`src/rtl/gforce_pkg.sv`:
```
// Shared types and parameter defaults for the instruction fetch unit.
package gforce_pkg;

    localparam int unsigned ADDR_W_DEF    = 7;
    localparam logic [31:0] HALT_WORD_DEF = 32'hFC00_0000;

    typedef enum logic [1:0] {
        ST_IDLE,
        ST_FETCH,
        ST_HOLD,
        ST_HALT
    } fetch_state_e;

endpackage

```
`src/rtl/fetch_buffer.sv`:
```
// Two-entry {pc, instr} FIFO used as the prefetch buffer.
// Only compiled when PREFETCH_EN is defined, since only that build instantiates it.
`ifdef PREFETCH_EN
module fetch_buffer
    import gforce_pkg::*;
#(
    parameter int unsigned ADDR_W = ADDR_W_DEF
) (
    input  logic              clock,
    input  logic              reset,
    input  logic              push,
    input  logic              pop,
    input  logic              flush,
    input  logic [ADDR_W-1:0] push_pc,
    input  logic [31:0]       push_instr,
    output logic [ADDR_W-1:0] head_pc,
    output logic [31:0]       head_instr,
    output logic              full,
    output logic              empty
);

    logic [ADDR_W-1:0] pc_q    [2];
    logic [31:0]       instr_q [2];
    logic              wr_ptr;
    logic              rd_ptr;
    logic [1:0]        count;
    logic              do_push;
    logic              do_pop;

    assign full       = (count == 2'd2);
    assign empty      = (count == 2'd0);
    assign head_pc    = pc_q[rd_ptr];
    assign head_instr = instr_q[rd_ptr];
    assign do_push    = push && !full;
    assign do_pop     = pop && !empty;

    always_ff @(posedge clock) begin
        if (!reset) begin
            wr_ptr     <= 1'b0;
            rd_ptr     <= 1'b0;
            count      <= '0;
            pc_q[0]    <= '0;
            pc_q[1]    <= '0;
            instr_q[0] <= '0;
            instr_q[1] <= '0;
        end else if (flush) begin
            wr_ptr <= 1'b0;
            rd_ptr <= 1'b0;
            count  <= '0;
        end else begin
            if (do_push) begin
                pc_q[wr_ptr]    <= push_pc;
                instr_q[wr_ptr] <= push_instr;
                wr_ptr          <= ~wr_ptr;
            end
            if (do_pop) begin
                rd_ptr <= ~rd_ptr;
            end
            count <= count + {1'b0, do_push} - {1'b0, do_pop};
        end
    end

endmodule
`endif

```
`src/rtl/instr_fetch.sv`:
```
// Instruction fetch unit: reads words from instruction memory and hands them to the CPU.
// Define PREFETCH_EN for a 2-entry prefetch buffer giving one instruction per cycle.
module instr_fetch
    import gforce_pkg::*;
#(
    parameter int unsigned MEM_DEPTH = 128,
    parameter int unsigned ADDR_W    = ADDR_W_DEF,
    parameter logic [31:0] HALT_WORD = HALT_WORD_DEF
) (
    input  logic              clock,
    input  logic              reset,
    input  logic              start,
    output logic              imem_cs,
    output logic [ADDR_W-1:0] imem_addr,
    input  logic [31:0]       imem_rdata,
    input  logic              redirect,
    input  logic [ADDR_W-1:0] redirect_pc,
    output logic [31:0]       instrword,
    output logic              newinstr,
    input  logic              instr_ready,
    output logic [ADDR_W-1:0] pc_out,
    output logic              halted
);

    fetch_state_e      state;
    fetch_state_e      state_nx;
    logic [ADDR_W-1:0] pc;
    logic [ADDR_W-1:0] pc_inc;

    assign pc_inc = (pc == ADDR_W'(MEM_DEPTH - 1)) ? '0 : pc + 1'b1;

    always_ff @(posedge clock) begin
        if (!reset) begin
            state <= ST_IDLE;
        end else begin
            state <= state_nx;
        end
    end

`ifdef PREFETCH_EN
    logic              accept;
    logic              accept_halt;
    logic              redir;
    logic              inflight;
    logic              halt_seen;
    logic              arrive_halt;
    logic              room;
    logic              issue_run;
    logic              buf_push;
    logic              buf_flush;
    logic              buf_full;
    logic              buf_empty;
    logic [2:0]        occ;
    logic [ADDR_W-1:0] inflight_pc;
    logic [ADDR_W-1:0] head_pc;
    logic [31:0]       head_instr;

    // A slot is free if the entries held plus the one in flight, minus this cycle's pop, leave room.
    assign occ         = {1'b0, buf_full, !buf_full && !buf_empty} + {2'b0, inflight};
    assign accept      = !buf_empty && instr_ready;
    assign accept_halt = accept && (head_instr == HALT_WORD);
    assign redir       = redirect && (state == ST_FETCH) && !accept_halt;
    assign arrive_halt = inflight && (imem_rdata == HALT_WORD);
    assign room        = occ <= (3'd1 + {2'b0, accept});
    assign buf_push    = inflight && (state == ST_FETCH) && !redir;
    assign buf_flush   = redir || accept_halt;
    assign issue_run   = (state == ST_FETCH) && !redir && !accept_halt
                         && !halt_seen && !arrive_halt && room;

    fetch_buffer #(
        .ADDR_W(ADDR_W)
    ) u_fetch_buffer (
        .clock      (clock),
        .reset      (reset),
        .push       (buf_push),
        .pop        (accept),
        .flush      (buf_flush),
        .push_pc    (inflight_pc),
        .push_instr (imem_rdata),
        .head_pc    (head_pc),
        .head_instr (head_instr),
        .full       (buf_full),
        .empty      (buf_empty)
    );

    always_comb begin
        state_nx = state;
        case (state)
            ST_IDLE:  if (start) state_nx = ST_FETCH;
            ST_FETCH: if (accept_halt) state_nx = ST_HALT;
            ST_HOLD:  state_nx = ST_FETCH;
            ST_HALT:  state_nx = ST_HALT;
        endcase
    end

    always_comb begin
        imem_cs   = ((state == ST_IDLE) && start) || issue_run;
        imem_addr = pc;
        halted    = (state == ST_HALT);
        newinstr  = !buf_empty;
        instrword = head_instr;
        pc_out    = head_pc;
    end

    always_ff @(posedge clock) begin
        if (!reset) begin
            pc          <= '0;
            inflight    <= 1'b0;
            inflight_pc <= '0;
            halt_seen   <= 1'b0;
        end else begin
            inflight <= imem_cs;
            if (imem_cs) begin
                inflight_pc <= pc;
                pc          <= pc_inc;
            end
            if (redir) begin
                pc        <= redirect_pc;
                halt_seen <= 1'b0;
            end else if (buf_push && arrive_halt) begin
                halt_seen <= 1'b1;
            end
        end
    end
`else
    logic accept;
    logic accept_halt;
    logic redir;
    logic issue_hold;

    // HOLD with nothing presented (after a redirect) simply issues the pending fetch at pc.
    assign accept      = newinstr && instr_ready;
    assign accept_halt = accept && (instrword == HALT_WORD);
    assign redir       = redirect && !accept_halt
                         && ((state == ST_FETCH) || (state == ST_HOLD));
    assign issue_hold  = (state == ST_HOLD) && !redir && !accept_halt
                         && (!newinstr || accept);

    always_comb begin
        state_nx = state;
        case (state)
            ST_IDLE:  if (start) state_nx = ST_FETCH;
            ST_FETCH: state_nx = ST_HOLD;
            ST_HOLD: begin
                if (accept_halt) begin
                    state_nx = ST_HALT;
                end else if (issue_hold) begin
                    state_nx = ST_FETCH;
                end
            end
            ST_HALT:  state_nx = ST_HALT;
        endcase
    end

    always_comb begin
        imem_cs   = ((state == ST_IDLE) && start) || issue_hold;
        imem_addr = pc;
        halted    = (state == ST_HALT);
    end

    always_ff @(posedge clock) begin
        if (!reset) begin
            pc        <= '0;
            instrword <= '0;
            pc_out    <= '0;
            newinstr  <= 1'b0;
        end else if (state == ST_FETCH) begin
            if (redir) begin
                pc <= redirect_pc;
            end else begin
                instrword <= imem_rdata;
                pc_out    <= pc;
                newinstr  <= 1'b1;
                pc        <= pc_inc;
            end
        end else if (state == ST_HOLD) begin
            if (accept) begin
                newinstr <= 1'b0;
            end
            if (redir) begin
                pc       <= redirect_pc;
                newinstr <= 1'b0;
            end
        end
    end
`endif

endmodule

```
`config.mk`:
```
export PLATFORM = sky130hd
export DESIGN_NAME = instr_fetch
export DESIGN_NICKNAME = d
export VERILOG_FILES = /design/src/rtl/gforce_pkg.sv /design/src/rtl/fetch_buffer.sv /design/src/rtl/instr_fetch.sv
export SDC_FILE = /design/constraint.sdc
export NUM_CORES = 1
export LEC_CHECK = 0
export ABC_CLOCK_PERIOD_IN_PS = 1700
export CORE_UTILIZATION = 30
export DETAILED_ROUTE_END_ITERATION = 10
export SLEW_MARGIN = 20
export SYNTH_ARGS = -nofsm -noshare
export SYNTH_HDL_FRONTEND = slang
export SYNTH_SLANG_ARGS = --single-unit
```
`constraint.sdc`:
```
create_clock -name clock -period 1.7 [get_ports clock]
set_input_delay 0.34 -clock clock [delete_from_list [all_inputs] [get_ports clock]]
set_output_delay 0.34 -clock clock [all_outputs]
set_load 0.005 [all_outputs]
```
=== Yosys cells after proc, flatten, opt, wreduce, memory -nomap -nowiden ===
Index checks and enable logic that the tools add are counted.

* Flip-flop bits (word level): 49
* Logic and storage cells: 51

* $add $sub $neg: 1
* Equal/unequal tests: 8
* Muxes and demuxes: 14
* Bitwise gates (word level): 1
* Reduce and logical (&&, ||, !) cells: 22

{| class="wikitable"
|+ Operators with widths
! operator !! number
|-
| two-way mux 7 bit || 5
|-
| == test 32 bit, second input constant || 1
|-
| logical AND 1 bit || 8
|-
| case mux 2 bit (4 select lines) || 1
|-
| adder 7 x 1 -> 7 bit, second input constant || 1
|-
| == test 7 bit, second input constant || 1
|-
| two-way mux 2 bit || 3
|-
| AND reduction 2 bit || 3
|-
| two-way mux 1 bit || 5
|-
| == test 2 bit, second input constant || 2
|-
| inequality test 2 bit, second input constant || 2
|-
| nonzero test 2 bit || 2
|-
| zero test 1 bit || 3
|-
| logical OR 1 bit || 3
|-
| inequality test 3 bit, second input constant || 1
|-
| AND reduction 3 bit || 1
|-
| nonzero test 3 bit || 1
|-
| == test 2 x 1 -> 1 bit, second input constant || 1
|-
| zero test 2 bit || 1
|-
| NOT 1 bit || 1
|}

=== Depth between registers and ports, before layout ===
Gate-level depths: netlist of the first run.

* Word-level depth: 12
* Depth in mapped cells: 8
* Mapped depth without buffers: 7

=== Worst setup path after synthesis of the first run ===
OpenSTA, ideal clock, no wires.

* Path kind: register to register
* From: register state[0]
* To: register state[1]
* Setup time: 0.122 ns
* Arrival: 1.654 ns
* Required time: 1.578 ns
* Slack: -0.076 ns
* Cell stages (with the launch flop): 8
* Buffers on the path: 0
* Clock period less this slack: 1.776 ns
* Cells stage by stage: dfxtp_1 inv_1 ha_1 nand2_1 a21boi_0 a311o_1 a21oi_1 a311o_1

* Longest elaborated chain between the ends: 9
* Elaborated cells between the ends (all ways): 14

{| class="wikitable"
|+ Ends and longest elaborated chain
! what !! line !! text
|-
| start, declared || instr_fetch.sv:25 || <nowiki>fetch_state_e state;</nowiki>
|-
| start signal, assigned || instr_fetch.sv:36 || <nowiki>state <= state_nx;</nowiki>
|-
| == test 2 x 1 -> 1 bit / == test 2 bit (equally long branches) || instr_fetch.sv:135, instr_fetch.sv:141, instr_fetch.sv:136 ||
|-
| logical OR 1 bit || instr_fetch.sv:135 || <nowiki>&& ((state == ST_FETCH) || (state == ST_HOLD));</nowiki>
|-
| logical AND 1 bit || instr_fetch.sv:135 ||
|-
| zero test 1 bit || instr_fetch.sv:136 || <nowiki>assign issue_hold = (state == ST_HOLD) && !redir && !accept_halt</nowiki>
|-
| logical AND 1 bit (2 in a row) || instr_fetch.sv:136 ||
|-
| logical AND 1 bit || instr_fetch.sv:137 || <nowiki>&& (!newinstr || accept);</nowiki>
|-
| inequality test 3 bit (no line) || - ||
|-
| AND reduction 2 bit (no line) || - ||
|}

Several ways; a longest one is shown, not always the timed one.
A chain may end at the register's enable or synchronous reset.

=== Final worst setup path of the first run ===
* From: register instrword[13]
* To: output port imem_cs

* Longest elaborated chain between the ends: 10

{| class="wikitable"
|+ Ends and longest elaborated chain
! what !! line !! text
|-
| start, declared || instr_fetch.sv:18 || <nowiki>output logic [31:0] instrword,</nowiki>
|-
| start signal, assigned || instr_fetch.sv:171 || <nowiki>instrword <= imem_rdata;</nowiki>
|-
| == test 32 bit * || instr_fetch.sv:133 || <nowiki>assign accept_halt = accept && (instrword == HALT_WORD);</nowiki>
|-
| logical AND 1 bit * || instr_fetch.sv:133 ||
|-
| zero test 1 bit * || instr_fetch.sv:134, instr_fetch.sv:136 ||
|-
| logical AND 1 bit || instr_fetch.sv:134 || <nowiki>assign redir = redirect && !accept_halt</nowiki>
|-
| logical AND 1 bit || instr_fetch.sv:135 ||
|-
| zero test 1 bit || instr_fetch.sv:136 ||
|-
| logical AND 1 bit || instr_fetch.sv:136 ||
|-
| logical AND 1 bit * || instr_fetch.sv:136 ||
|-
| logical AND 1 bit * || instr_fetch.sv:137 ||
|-
| logical OR 1 bit * || instr_fetch.sv:156 || <nowiki>imem_cs = ((state == ST_IDLE) && start) || issue_hold;</nowiki>
|-
| end, declared || instr_fetch.sv:13 || <nowiki>output logic imem_cs,</nowiki>
|}

Every way passes the cells marked *; elsewhere a longest branch is shown, timed or not.

==> results of run 1 <==
-- timing repair --
item / CTS / global route
gates cloned: 7 / 0
hold buffers: 0 / 0
endpoints found under the setup margin: 51 / 56
setup buffers: 8 / 2
gates resized for setup: 74 / 86
pin swaps: 53 / 47
-- cell type report --
| cell class | count | share of cell area |
|---|---|---|
| repair buffers | 177 | 0.354 |
| well taps | 102 | 0.0263 |
| clock inverters | 1 | 0.00620 |
| inverters | 8 | 0.00620 |
| multi-input cells | 200 | 0.384 |
| clock buffers | 7 | 0.0178 |
| flip-flops and latches | 49 | 0.206 |
-- power by group through the flow --
| stage | combinational [mW] | clock, mW | sequential (mW) |
|---|---|---|---|
| 2_1_floorplan | 0.533 | 0 | 1.37 |
| 3_3_place_gp | 1.20 | 0 | 1.35 |
| 3_5_place_dp | 1.21 | 0 | 1.36 |
| 4_1_cts | 1.36 | 0.888 | 1.33 |
| 5_1_grt | 1.65 | 0.945 | 1.36 |
| 6_report | 1.53 | 0.875 | 1.35 |
-- layout by cell type (no fill, tap or decap), types with 5 or more instances in the layout --
cell,Yosys,routed
dfxtp_2,0,12
clkdlybuf4s50_1,0,89
nor2_1,8,8
buf_8,0,5
buf_4,2,68
buf_6,8,6
a21oi_2,0,31
o21ai_1,29,12
nand3_2,1,23
o21ai_2,0,19
o21ai_0,8,6
mux2i_1,8,8
nand3_1,40,5
dfxtp_1,49,37
nand3_4,0,13
a21oi_1,39,8
inv_1,8,6
nand2_1,13,12
clkbuf_8,0,6
-- worst min-delay path by stage --
stage          cells after the start         to       from
2_1_floorplan                      2  pc_out[2]  pc_out[2]
3_3_place_gp                       2  pc_out[2]  pc_out[2]
3_5_place_dp                       2  pc_out[6]  pc_out[6]
4_1_cts                            2  pc_out[2]  pc_out[2]
5_1_grt                            2  pc_out[0]  pc_out[0]
6_report                           2  pc_out[2]  pc_out[2]
-- critical path: cells and delay by family, from the launching register on --
family | cells | cell delay, ps
buffers and inverters | 2 | 270
flip-flops | 1 | 340
AO/OA/AOI/OAI | 1 | 230
AND/OR/NAND/NOR | 3 | 570
-- sequential cells by signal (all words and copies together), names as in the netlist --
name / cells
imem_addr: 7
instrword: 32
newinstr: 1
pc_out: 7
state: 2
-- kinds of logic after synthesis --
| group | count (synthesis) |
|---|---|
| mux | 8 |
| fa+ha+maj | 6 |
| flops | 49 |
| simple gates | 85 |
| compound gates | 101 |
| buf+inv | 34 |
-- per-stage QoR --
stage / area (um^2) / power, mW / TNS (ps) / cells / utilization
2_1_floorplan: 2480 / 1.90 / -69.2 / 283 / -
3_3_place_gp: 3920 / 2.55 / -17110 / 523 / 0.500
3_5_place_dp: 3920 / 2.56 / -18860 / 523 / 0.500
4_1_cts: 4490 / 3.58 / -7760 / 545 / 0.573
5_1_grt: 4840 / 3.95 / -14110 / 544 / 0.617
6_report: 4840 / 3.76 / -8460 / 544 / 0.617
-- routing by layer --
| layer | global-route usage | part of all wire |
|---|---|---|
| met1 | 0.253 | 0.44 |
| met2 | 0.343 | 0.51 |
| met3 | 0.0312 | 0.038 |
| met4 | 0.0385 | 0.0069 |
| met5 | 0 | 0 |
==> metrics, run 1 <==
Hold Path Class flip-flop to flip-flop; Fillers 681; NetSw 1.23 mW; status complete, but fails checks; DRC errors left 0; Worst Setup Slack, final -367 ps; failing checks setup timing; Reg-to-Reg Start instrword[13]; total CTS buffers 5; slowest stage delay, CP 340 ps; largest net degree at the start of global routing 19; sequential element share of the synthesized area 0.396; Mapped Cells 283; # IOs 93; clock slew at reported path FFs 100 ps; die width 92.9 um; Setup Skew 11.8 ps; Combinational Power Share 0.408; WHS 459 ps; pwr/cell area 775 nW/um^2; initial core utilization 0.316; CP Class flip-flop to output port; worst reg-to-reg path cell count 10; crit path launch instrword[13]; Die Y-Extent 92.9 um; Pins Over Slew Limit 0; Clock Power Share 0.233; antenna violations before repair 0; RSZ-0062 raised after global routing yes; max frequency 484 MHz; Reg area 996 um^2; worst slew pin tran 347 ps; first-pass GRT wire length 13.3 mm; Fin. Hold Viols 0; Synth area leader dfxtp_1; Post-synth top cells dfxtp_1, nand3_1, a21oi_1; floorplan core area 7850 um^2; Critical Path AT 1730 ps; minimum clock period 2070 ps; R2R setup slack -260 ps; Slowest-stage cell, CP dfxtp_2; worst skew pair latency 310 ps; Worst slew margin 0.766; DRT antenna net count 0; most numerous cell in the Yosys netlist dfxtp_1; Final HPWL DP 5.56 mm; top_reg_cell synth dfxtp_1; Sw Ratio 0.327; syn_nets 333; post-synthesis xor/xnor area fraction 0; crit path capture imem_cs; required time of the critical path 1360 ps; RR Endpoint instrword[9]; max_cap viols 0; syn_area_per_cell 8.76 um^2; Crit. End Element output port; vias in the first global route 2647; wire per inst 16.1 um; # diodes 0; synth unique cells 47; area occupied by multi-input gates 1860 um^2; die area 8630 um^2; DR vias/cell 5.11; clk buf depth 2; CTS Sinks 49; Port Buffers 92; main combinational cell family by area after synthesis compound AO/OA/AOI/OAI gates; initial DRC count 83; Root Buffer clkbuf_8; Crit Path Max Fanout 2; share of layout cells above drive strength 1 0.482; total track usage 0.196; GRT overflow 0; CP Launch Type flip-flop; sequential power share 0.359; drt pass-1 iters 4; Layout Nets 491; TritonCTS clock tree yes; largest cells by area after synthesis dfxtp_1, nand3_1, a21oi_1, o21ai_1, buf_6; synthesis-to-finish area growth 95.3%; # setup viols final 50; Synth Area in Compound Gates 0.255; EDFF count, synth 0; cell leakage power 1.73 nW; CTS HTree Levels 2; Pint 2.53 mW; Synthesis Warnings 0; mux contribution to synthesized area 0.0323; register bit count reported by yosys 49; post-synthesis adder-cell area fraction 0.0303; final WL 8.78 mm; crit-path cells nor4_4, buf_4, and4_4, nand3_1, a32o_1, buf_2; post-synth design cell area 2480 um^2; Via Count 2780; fin crit share 1.22; Rows 32; simple-gate portion of the synthesized area 0.206; FFs w/ async S/R, synth 0; worst slack at placement -715 ps; Synth top area share 0.396; GP Congestion 0.796; Max IR drop VDD 0.370 mV
Note: power is estimated with default switching activity, not from simulation.
==> run 2, diff against run 1 <==
Settings changed: CORE_UTILIZATION 30 to 40, PLACE_DENSITY set to 0.76.
==> metrics, run 2 (synthesis gave the netlist of run 1 again) <==
status complete, but fails checks (unchanged); failing checks setup timing (unchanged); crit-path cells and4bb_2, and4_1, nand3_2, a32o_1, buf_2 (was nor4_4, buf_4, and4_4, nand3_1, a32o_1, buf_2); GP Congestion 0.860 (was 0.796); slowest stage delay, CP 350 ps (was 340 ps); worst reg-to-reg path cell count 10 (unchanged); R2R setup slack -270 ps (was -260 ps); DRT antenna net count 0 (unchanged); Via Count 2982 (was 2780); Hold Path Class flip-flop to flip-flop (unchanged); minimum clock period 2000 ps (was 2070 ps); first-pass GRT wire length 14.8 mm (was 13.3 mm); RSZ-0062 raised after global routing yes (unchanged); min-delay src pc_out[6] (was pc_out[2]); CP Launch Type flip-flop (unchanged); Fin. Hold Viols 0 (unchanged); RR Endpoint instrword[22] (was instrword[9]); commonest non-fill, non-tap cells in the layout clkdlybuf4s50_1, buf_4, nand3_1 (was clkdlybuf4s50_1, buf_4, dfxtp_1); commonest non-fill, non-tap cell in the layout clkdlybuf4s50_1 (unchanged); cell leakage power 1.72 nW (was 1.73 nW); Crit. End Element output port (unchanged); DRC errors left 0 (unchanged); Non-Filler Instances 517 (was 544); Max IR drop VDD 0.505 mV (was 0.370 mV); DR vias/cell 5.77 (was 5.11); drt pass-1 iters 5 (was 4); max frequency 499 MHz (was 484 MHz); clock slew at reported path FFs 110 ps (was 100 ps); WP buf/inv 1 (was 2); initial core utilization 0.416 (was 0.316); Rows 28 (was 32); total CTS buffers 5 (unchanged); Worst slew margin 0.767 (was 0.766); CTS HTree Levels 2 (unchanged); vias in the first global route 2953 (was 2647); largest net degree at the start of global routing 20 (was 19); worst slack at placement -700 ps (was -715 ps); # diodes 0 (unchanged); Setup Skew 21.9 ps (was 11.8 ps); Core Util, Final 0.762 (was 0.617); GR Util met1 0.354 (was 0.253); TNS Setup -9210 ps (was -8460 ps); die area 6520 um^2 (was 8630 um^2); total track usage 0.298 (was 0.196); Most flops, register instrword (unchanged); total power 3.69 mW (was 3.76 mW); worst skew pair latency 320 ps (was 310 ps); synthesis-to-finish area growth 83.0% (was 95.3%); floorplan core area 5960 um^2 (was 7850 um^2); fin crit share 1.18 (was 1.22); hold path endpoint pc_out[6] (was pc_out[2]); # IOs 93 (unchanged); Crit Path Max Fanout 2 (unchanged); Largest register FFs 32 (unchanged); CP top delay family simple AND/OR/NAND/NOR gates (unchanged); TritonCTS clock tree yes (unchanged); Post-CTS Hold Buffers 0 (unchanged); CTS Sinks 49 (unchanged); Slowest-stage cell, CP and4bb_2 (was dfxtp_2); Global Route met3 Usage 0.0596 (was 0.0312); initial DRC count 195 (was 83); global-route met2 utilization 0.514 (was 0.343); Root Buffer clkbuf_8 (unchanged); max_cap viols 0 (unchanged); clk buf depth 2 (unchanged); required time of the critical path 1360 ps (about the same); pwr/cell area 814 nW/um^2 (was 775 nW/um^2); final WL 9.66 mm (was 8.78 mm); Cells after DPL 491 (was 523); antenna violations before repair 0 (unchanged); die width 80.7 um (was 92.9 um); worst slew pin tran 346 ps (was 347 ps); # setup viols final 50 (unchanged); hold depth 2 (unchanged); Layout Nets 491 (unchanged); share of layout cells above drive strength 1 0.378 (was 0.482); CP Class flip-flop to output port (unchanged); Worst Setup Slack, final -304 ps (was -367 ps); Die Y-Extent 80.7 um (was 92.9 um); Reg-to-Reg Start instrword[19] (was instrword[13]); Pins Over Slew Limit 0 (unchanged); Critical Path AT 1660 ps (was 1730 ps); Crit. path cell count 5 (was 6); Final HPWL DP 5.43 mm (was 5.56 mm); wire per inst 18.7 um (was 16.1 um); GRT overflow 0 (unchanged); Port Buffers 92 (unchanged); Fillers 408 (was 681); layer with the highest usage met2 (unchanged)
==> run 2: cell count changes in the layout (fill, tap and decap cells not counted), moves of 4 or more <==
cell,previous run,this run
nand3_4,13,1
nand3_2,23,5
buf_6,6,10
o21ai_1,12,8
nand3_1,5,35
a21oi_1,8,29
a21oi_2,31,10
buf_4,68,62
o21ai_2,19,23
==> run 2: final cells by class <==
| class | count | area (um^2) | share of cell area |
|---|---|---|---|
| clock buffer | 5 | 68.8 | 0.0152 |
| clock inverter | 3 | 43.8 | 0.00965 |
| inverter | 8 | 30.0 | 0.00662 |
| multi-input combinational | 200 | 1530 | 0.337 |
| sequential | 49 | 1000 | 0.220 |
| tap | 75 | 93.8 | 0.0207 |
| timing repair buffer | 177 | 1770 | 0.391 |
==> run 2: how the worst max path moves through the flow <==
stage / start / end
floorplan: state[0] / state[1]
global placement: instr_ready / imem_cs
detailed placement: instr_ready / imem_cs
CTS: instrword[23] / imem_cs
global route: instrword[19] / pc_out[1]
finish: instrword[25] / imem_cs
==> run 2: worst register-to-register path: cells and delay by family, from the launching register on <==
| kind | cells | cell delay (ps) |
|---|---|---|
| buffers and inverters | 5 | 690 |
| AND/OR/NAND/NOR | 3 | 480 |
| AO/OA/AOI/OAI | 2 | 380 |
| flip-flops | 1 | 360 |
==> run 2: per-layer routing <==
| layer | share of wire | vias up |
|---|---|---|
| li1 | - | 1373 |
| met1 | 0.38 | 1390 |
| met2 | 0.50 | 174 |
| met3 | 0.073 | 45 |
| met4 | 0.047 | 0 |
| met5 | 0 | - |
==> run 2: per-stage QoR <==
stage	instance area (um^2)	hold WS, ps
6_report	4540	459
3_3_place_gp	3850	442
5_1_grt	4540	480
4_1_cts	4460	462
3_5_place_dp	3850	450
2_1_floorplan	2480	451
==> run 2: repair_timing <==
item | CTS | global route
resized for setup | 78 | 25
setup endpoints to repair | 51 | 59
setup buffers | 11 | 2
cloned | 7 | 0
pin swaps | 35 | 12
==> run 2: power by group <==
group	internal, mW	total [mW]	switching [mW]	leakage (nW)
Sequential	1.25	1.35	0.0976	0.406
Combinational	0.794	1.48	0.686	1.26
Clock	0.442	0.864	0.422	0.0585
Total	2.49	3.69	1.21	1.72
==> patch 1, RTL diff (flow settings as in run 1) <==
Re-encode `fetch_state_e` (4 states) as one-hot, 4 bits wide.
--- a/src/rtl/gforce_pkg.sv
+++ b/src/rtl/gforce_pkg.sv
@@ -6,7 +6,7 @@
 
-    typedef enum logic [1:0] {
-        ST_IDLE,
-        ST_FETCH,
-        ST_HOLD,
-        ST_HALT
+    typedef enum logic [3:0] {
+        ST_IDLE  = 4'b0001,
+        ST_FETCH = 4'b0010,
+        ST_HOLD  = 4'b0100,
+        ST_HALT  = 4'b1000
     } fetch_state_e;
Function: no difference found for any inputs over 10 cycles, from zero or initial values and one cycle with reset low; not proved beyond that.
==> patch 1 against run 1 <==
  * The flow still finishes with violations (negative setup slack)
  * Sequential cell count is 2 higher
  * Synthesized area is 5.2% lower
  * Worst setup slack worse by 220 ps
  * Count of clock-buffer cells in the layout is 2 lower
  * Non-clock buffer count is 1 higher
  * Core utilization hardly changed
  * Die area is 5.1% lower
  * Design area is 5.6% lower
  * Routed wire length is 3.5% higher
  * Via count is 3.3% higher
  * Highest routed layer unchanged
Power is not compared: it rests on default switching activity, and its combinational part moved more than twofold at a synthesized area within 25%.
==> patch 1: results (changes against run 1) <==
.. list-table::
   :header-rows: 1

   * - Metric
     - Value
   * - Run status
     - finished with violations
   * - Failing checks
     - negative setup slack
   * - Remaining max-slew budget at the tightest pin
     - 69.3% (-7.3 points)
   * - Setup total negative slack
     - -25030 ps (-16570 ps)
   * - Clock Latency Late Sink
     - ~300 ps
   * - Reg clk slew, reported paths
     - roughly 90 ps
   * - Via count of the first global-routing pass
     - 2733 (+3.2%)
   * - DP Worst Slack
     - -641 ps (+73.5 ps)
   * - Post-synth net total
     - 331 (-0.60%)
   * - Crit-path max cell delay
     - 550 ps (+210 ps)
   * - Area after detailed placement
     - 3830 um2 (-2.5%)
   * - Count of final setup violators
     - 51 (+2.0%)
   * - GPL Wtd Cong
     - 0.816 (+2.6%)
   * - Portion of the post-synthesis area used by sequential elements
     - 43.5% (+3.9 points)
   * - Number of distinct standard cells referenced by the synthesized netlist
     - 39 (-17%)
   * - Fill cell instance count of the final layout
     - 620 (-9.0%)
   * - Setup Skew
     - 7.38 ps (-4.43 ps)
   * - Layout cells sized above 1
     - 36.8% (-11 points)
   * - Routed via count divided by cell count
     - 5.30 (+3.7%)
   * - Clock Power
     - around 0.70 mW
   * - Detailed-route via count
     - 2873 (+3.3%)
   * - Fraction of synthesis flops using an asynchronous set or reset pin
     - 0% (unchanged)
   * - Least setup slack across all paths after layout
     - -590 ps (-222 ps)
   * - Number of cells after detailed placement
     - 512 (-2.1%)
   * - Detail-routed net length per standard cell
     - 16.8 um (+3.8%)
   * - Total design power
     - between 2 and 3 mW
   * - Pin count of the biggest net entering global routing
     - 31 (+12)
   * - Cells taking the most area after synthesis
     - sky130_fd_sc_hd__dfxtp_1 (43%), sky130_fd_sc_hd__o21ai_0 (10%), sky130_fd_sc_hd__nand3_1 (9.4%)
   * - Iteration-0 DRC Markers
     - 86 (+3.6%)
   * - Final nets
     - 488 (-0.61%)
   * - Synth top cells by count
     - sky130_fd_sc_hd__dfxtp_1 (51), sky130_fd_sc_hd__o21ai_0 (49), sky130_fd_sc_hd__nand3_1 (44)
   * - Fraction of synthesized area in multiplexers
     - 0.852% (-2.4 points)
   * - Critical path data arrival time
     - 1950 ps (+220 ps)
   * - Cell type of the slowest stage on the worst timing path
     - sky130_fd_sc_hd__or4_4
   * - Global routing usage summed across all routing layers
     - 20.8% (+1.3 points)
   * - H-tree lvl count
     - 2 (unchanged)
   * - Per-instance average area after synthesis
     - 8.22 um2 (-6.2%)
   * - First-pass GRT wire length
     - 13700 um (+3.4%)
   * - Compound-gate portion of the synthesized area
     - 26.1% (+0.62 points)
   * - Post-synthesis xor/xnor area fraction
     - 1.49% (+1.5 points)
   * - Number of diodes added for antenna fixing
     - 0 (unchanged)
   * - Arithmetic-cell share of the synthesized area counting full adders, half adders and majority gates
     - 0.532% (-2.5 points)
   * - HPWL reported at the end of detailed placement
     - 5700 um (+2.6%)
[patch 1: cell count changes after synthesis, moves of 5 or more]
cell	delta
sky130_fd_sc_hd__o21ai_1	-29
sky130_fd_sc_hd__nor4b_1	+5
sky130_fd_sc_hd__inv_1	-5
sky130_fd_sc_hd__ha_1	-5
sky130_fd_sc_hd__mux2i_1	-6
sky130_fd_sc_hd__buf_6	-8
sky130_fd_sc_hd__clkbuf_1	+14
sky130_fd_sc_hd__o21ai_0	+41
[patch 1: layout make-up]
| class | instances | area, um2 | share of cell area, % |
|---|---|---|---|
| flip-flops and latches | 51 | 1030 | 22.5 |
| clock inverters | 2 | 13.8 | 0.301 |
| inverters | 3 | 11.3 | 0.246 |
| multi-input cells | 204 | 1490 | 32.6 |
| repair buffers | 178 | 1830 | 40.1 |
| clock buffers | 5 | 68.8 | 1.51 |
| well taps | 99 | 124 | 2.71 |
[patch 1: kinds of logic after synthesis]
| group | Yosys count |
|---|---|
| AND/OR/NAND/NOR | 88 |
| adder cells (fa/ha/maj) | 1 |
| XOR/XNOR | 4 |
| flip-flops | 51 |
| multiplexers | 2 |
| buffers and inverters | 31 |
| AO/OA/AOI/OAI | 109 |
[patch 1: path summary, 6_finish.rpt]
kind | slack [ps] | end | cells after the start | start
setup / recovery | -590 | imem_cs | 6 | instrword[11]$_SDFFE_PN0P_
hold / removal | 470 | pc_out[5]$_SDFFE_PN0P_ | 2 | pc_out[5]$_SDFFE_PN0P_
setup reg to reg | -580 | instrword[17]$_SDFFE_PN0P_ | 9 | instrword[11]$_SDFFE_PN0P_
hold reg to reg | 470 | pc_out[5]$_SDFFE_PN0P_ | 2 | pc_out[5]$_SDFFE_PN0P_
[patch 1: timing repair]
action | in CTS | in global routing
setup buffers | 14 | 3
pin swaps | 24 | 11
hold buffers | 0 | 0
endpoints found under the hold margin | 0 | 0
endpoints found under the setup margin | 51 | 53
gates resized for setup | 91 | 34
gates cloned | 5 | 1
[patch 1: per-layer routing]
| metal | share of wire (%) | wire length [um] | global-route usage [%] | vias up |
|---|---|---|---|---|
| met5 | 0 | 0 | 0 | - |
| li1 | - | - | - | 1378 |
| met2 | 49 | 4470 | 34.3 | 101 |
| met1 | 44 | 4000 | 27.9 | 1381 |
| met4 | 1.7 | 156 | 5.51 | 0 |
| met3 | 5.1 | 464 | 3.62 | 13 |
[patch 1: worst register-to-register path: stages (launching register included)]
cell                      delay, ps
sky130_fd_sc_hd__dfxtp_1        320
sky130_fd_sc_hd__or4_4          550
sky130_fd_sc_hd__nor4_4         350
sky130_fd_sc_hd__buf_4          200
sky130_fd_sc_hd__a31o_4         210
sky130_fd_sc_hd__buf_6          140
sky130_fd_sc_hd__buf_12         100
sky130_fd_sc_hd__buf_16         110
sky130_fd_sc_hd__nand3_1        100
sky130_fd_sc_hd__a21oi_2        140
==> patch 2, RTL diff (settings of run 1) <==
Made on the original files. Set the package constant `ADDR_W_DEF` to 8 (it was 7).
--- a/src/rtl/gforce_pkg.sv
+++ b/src/rtl/gforce_pkg.sv
@@ -3,3 +3,3 @@
 
-    localparam int unsigned ADDR_W_DEF    = 7;
+    localparam int unsigned ADDR_W_DEF    = 8;
     localparam logic [31:0] HALT_WORD_DEF = 32'hFC00_0000;
Interface: changed (resized imem_addr, pc_out and redirect_pc); port bits go from 93 to 96. The function was not compared with the original's and may differ.
==> patch 2 against run 1 <==
  * The flow still finishes with violations (negative setup slack)
  * Sequential share of layout area grew 3.4 points
  * Sequential power is 3% higher
  * Largest power group unchanged
  * Hold slack improved by 46 ps
  * Clock skew down 2.7 ps
  * Core utilization shrank 3.9 points
  * Worst setup slack got worse by 67 ps
  * Routed wire length decreased by 18%
  * Total power is 1.2% higher
  * Sequential cell count grew 2
  * Critical path type unchanged
  * Synthesized area decreased by 4.8%
  * Non-clock buffer count down 5
  * Design area fell by 11%
  * Combinational power is 3% higher
  * Via count decreased by 14%
==> patch 2: results (changes against run 1) <==
.. list-table::
   :header-rows: 1

   * - Metric
     - Value
   * - Iteration-0 DRC Markers
     - 90 (+8.4%)
   * - Global routing usage summed across all routing layers
     - 16.5% (-3.0 points)
   * - Post-synth net total
     - 296 (-11%)
   * - Static Leak
     - 1.75 nW (+1.3%)
   * - DP Worst Slack
     - -743 ps (-27.7 ps)
   * - Critical path launch point
     - instrword[20]$_SDFFE_PN0P_
   * - Endpoint of the lowest-slack register-to-register path
     - instrword[3]$_SDFFE_PN0P_
   * - Run status
     - finished with violations
   * - First-pass GRT wire length
     - 11000 um (-17%)
   * - Worst voltage drop across the vdd grid
     - 0.000378 V (+1.9%)
   * - Routed via count divided by cell count
     - 4.69 (-8.2%)
   * - Worst slew pin tran
     - 275 ps (-71.7 ps)
   * - Failing checks
     - negative setup slack
   * - Setup total negative slack
     - -17540 ps (-9080 ps)
   * - GPL Wtd Cong
     - 0.807 (+1.5%)
   * - Critical path data arrival time
     - 1790 ps (+60 ps)
   * - Cells taking the most area after synthesis
     - sky130_fd_sc_hd__dfxtp_1 (43%), sky130_fd_sc_hd__mux2i_1 (17%), sky130_fd_sc_hd__nor2_1 (8.4%)
   * - Number of cells after detailed placement
     - 490 (-6.3%)
   * - Synth top cells by count
     - sky130_fd_sc_hd__nor2_1 (53), sky130_fd_sc_hd__dfxtp_1 (51), sky130_fd_sc_hd__mux2i_1 (41)
   * - Number of distinct standard cells referenced by the synthesized netlist
     - 43 (-8.5%)
   * - Count of final setup violators
     - 51 (+2.0%)
   * - Least setup slack across all paths after layout
     - -435 ps (-67.5 ps)
   * - HPWL reported at the end of detailed placement
     - 4990 um (-10%)
   * - Detailed-route via count
     - 2397 (-14%)
   * - Layout cells sized above 1
     - 29.9% (-18 points)
   * - FF-to-FF setup slack
     - -420 ps (-160 ps)
   * - Count of buffers inserted at the top-level ports
     - 95 (+3.3%)
   * - Portion of the post-synthesis area used by sequential elements
     - 43.2% (+3.7 points)
   * - Synthesized netlist cell count
     - 245 (-13%)
   * - Number of buffers created by CTS
     - 5 (unchanged)
   * - Worst Hold Launch
     - pc_out[0]$_SDFFE_PN0P_
   * - Final wirelength
     - 7190 um (-18%)
   * - Via count of the first global-routing pass
     - 2279 (-14%)
-- patch 2: cell count changes in the layout (fill, tap and decap cells not counted), sizes merged, moves of 4 or more --
cell,change
nor2,+43
nand3,-38
a21oi,-37
o21ai,-35
mux2i,+33
buf,-10
a211oi,+7
a41oi,-4
and4bb,-4
nor4,+4
-- patch 2: cells by family after synthesis --
family | count (synthesis) | synth area share, %
compound gates | 29 | 10.4
xor+xnor | 3 | 1.11
fa+ha+maj | 6 | 3.18
simple gates | 98 | 20.4
buf+inv | 17 | 4.29
flops | 51 | 43.2
mux | 41 | 17.4
-- patch 2: metrics by stage --
step                cell area (um2)  hold slack, ps
finish                         4310             505
global route                   4310             548
CTS                            4150             510
detailed placement             3890             488
global placement               3890             471
floorplan                      2390             478
-- patch 2: timing repair --
item                       CTS  global route
pin swaps                   11            19
resized for setup           21            27
gates cloned                 2             2
buffers inserted             5             6
hold buffers                 0             0
setup endpoints to repair   52            52
-- patch 2: worst min-delay path by stage --
stage	endpoint	slack, ps	depth (start not counted)
after floorplan	imem_addr[5]$_SDFFE_PN0P_	480	2
after global placement	pc_out[6]$_SDFFE_PN0P_	470	2
after detailed placement	pc_out[5]$_SDFFE_PN0P_	490	2
after CTS	pc_out[0]$_SDFFE_PN0P_	510	2
after global routing	pc_out[4]$_SDFFE_PN0P_	550	2
final	pc_out[0]$_SDFFE_PN0P_	510	2
-- patch 2: where the power goes --
part           internal, mW  switching, mW
clock                 0.432          0.401
combinational         0.941          0.635
sequential             1.32         0.0701
-- patch 2: cell type report --
cell class,instances,area (um2)
fillers,693,3140
repair buffers,172,1650
multi-input cells,177,1380
flip-flops and latches,51,1030
well taps,99,124
clock buffers,6,72.6
clock inverters,1,30.0
inverters,5,18.8
-- patch 2: worst max-delay path, cell delays in order (launching register included) --
cell and delay (ps):
sky130_fd_sc_hd__dfxtp_2 330, sky130_fd_sc_hd__nor4bb_2 260, sky130_fd_sc_hd__buf_4 150, sky130_fd_sc_hd__nand4_1 160
sky130_fd_sc_hd__nor3_2 210, sky130_fd_sc_hd__nor2_1 80, sky130_fd_sc_hd__a22o_1 170, sky130_fd_sc_hd__buf_2 120
-- patch 2: layer usage --
| layer | vias to the layer above | track usage (%) | share of wire (%) | wire length [um] |
|---|---|---|---|---|
| li1 | 1205 | - | - | - |
| met1 | 1134 | 22.2 | 48 | 3430 |
| met2 | 52 | 27.0 | 47 | 3370 |
| met3 | 6 | 3.37 | 4.6 | 333 |
| met4 | 0 | 4.03 | 0.81 | 58 |
| met5 | - | 0 | 0 | 0 |
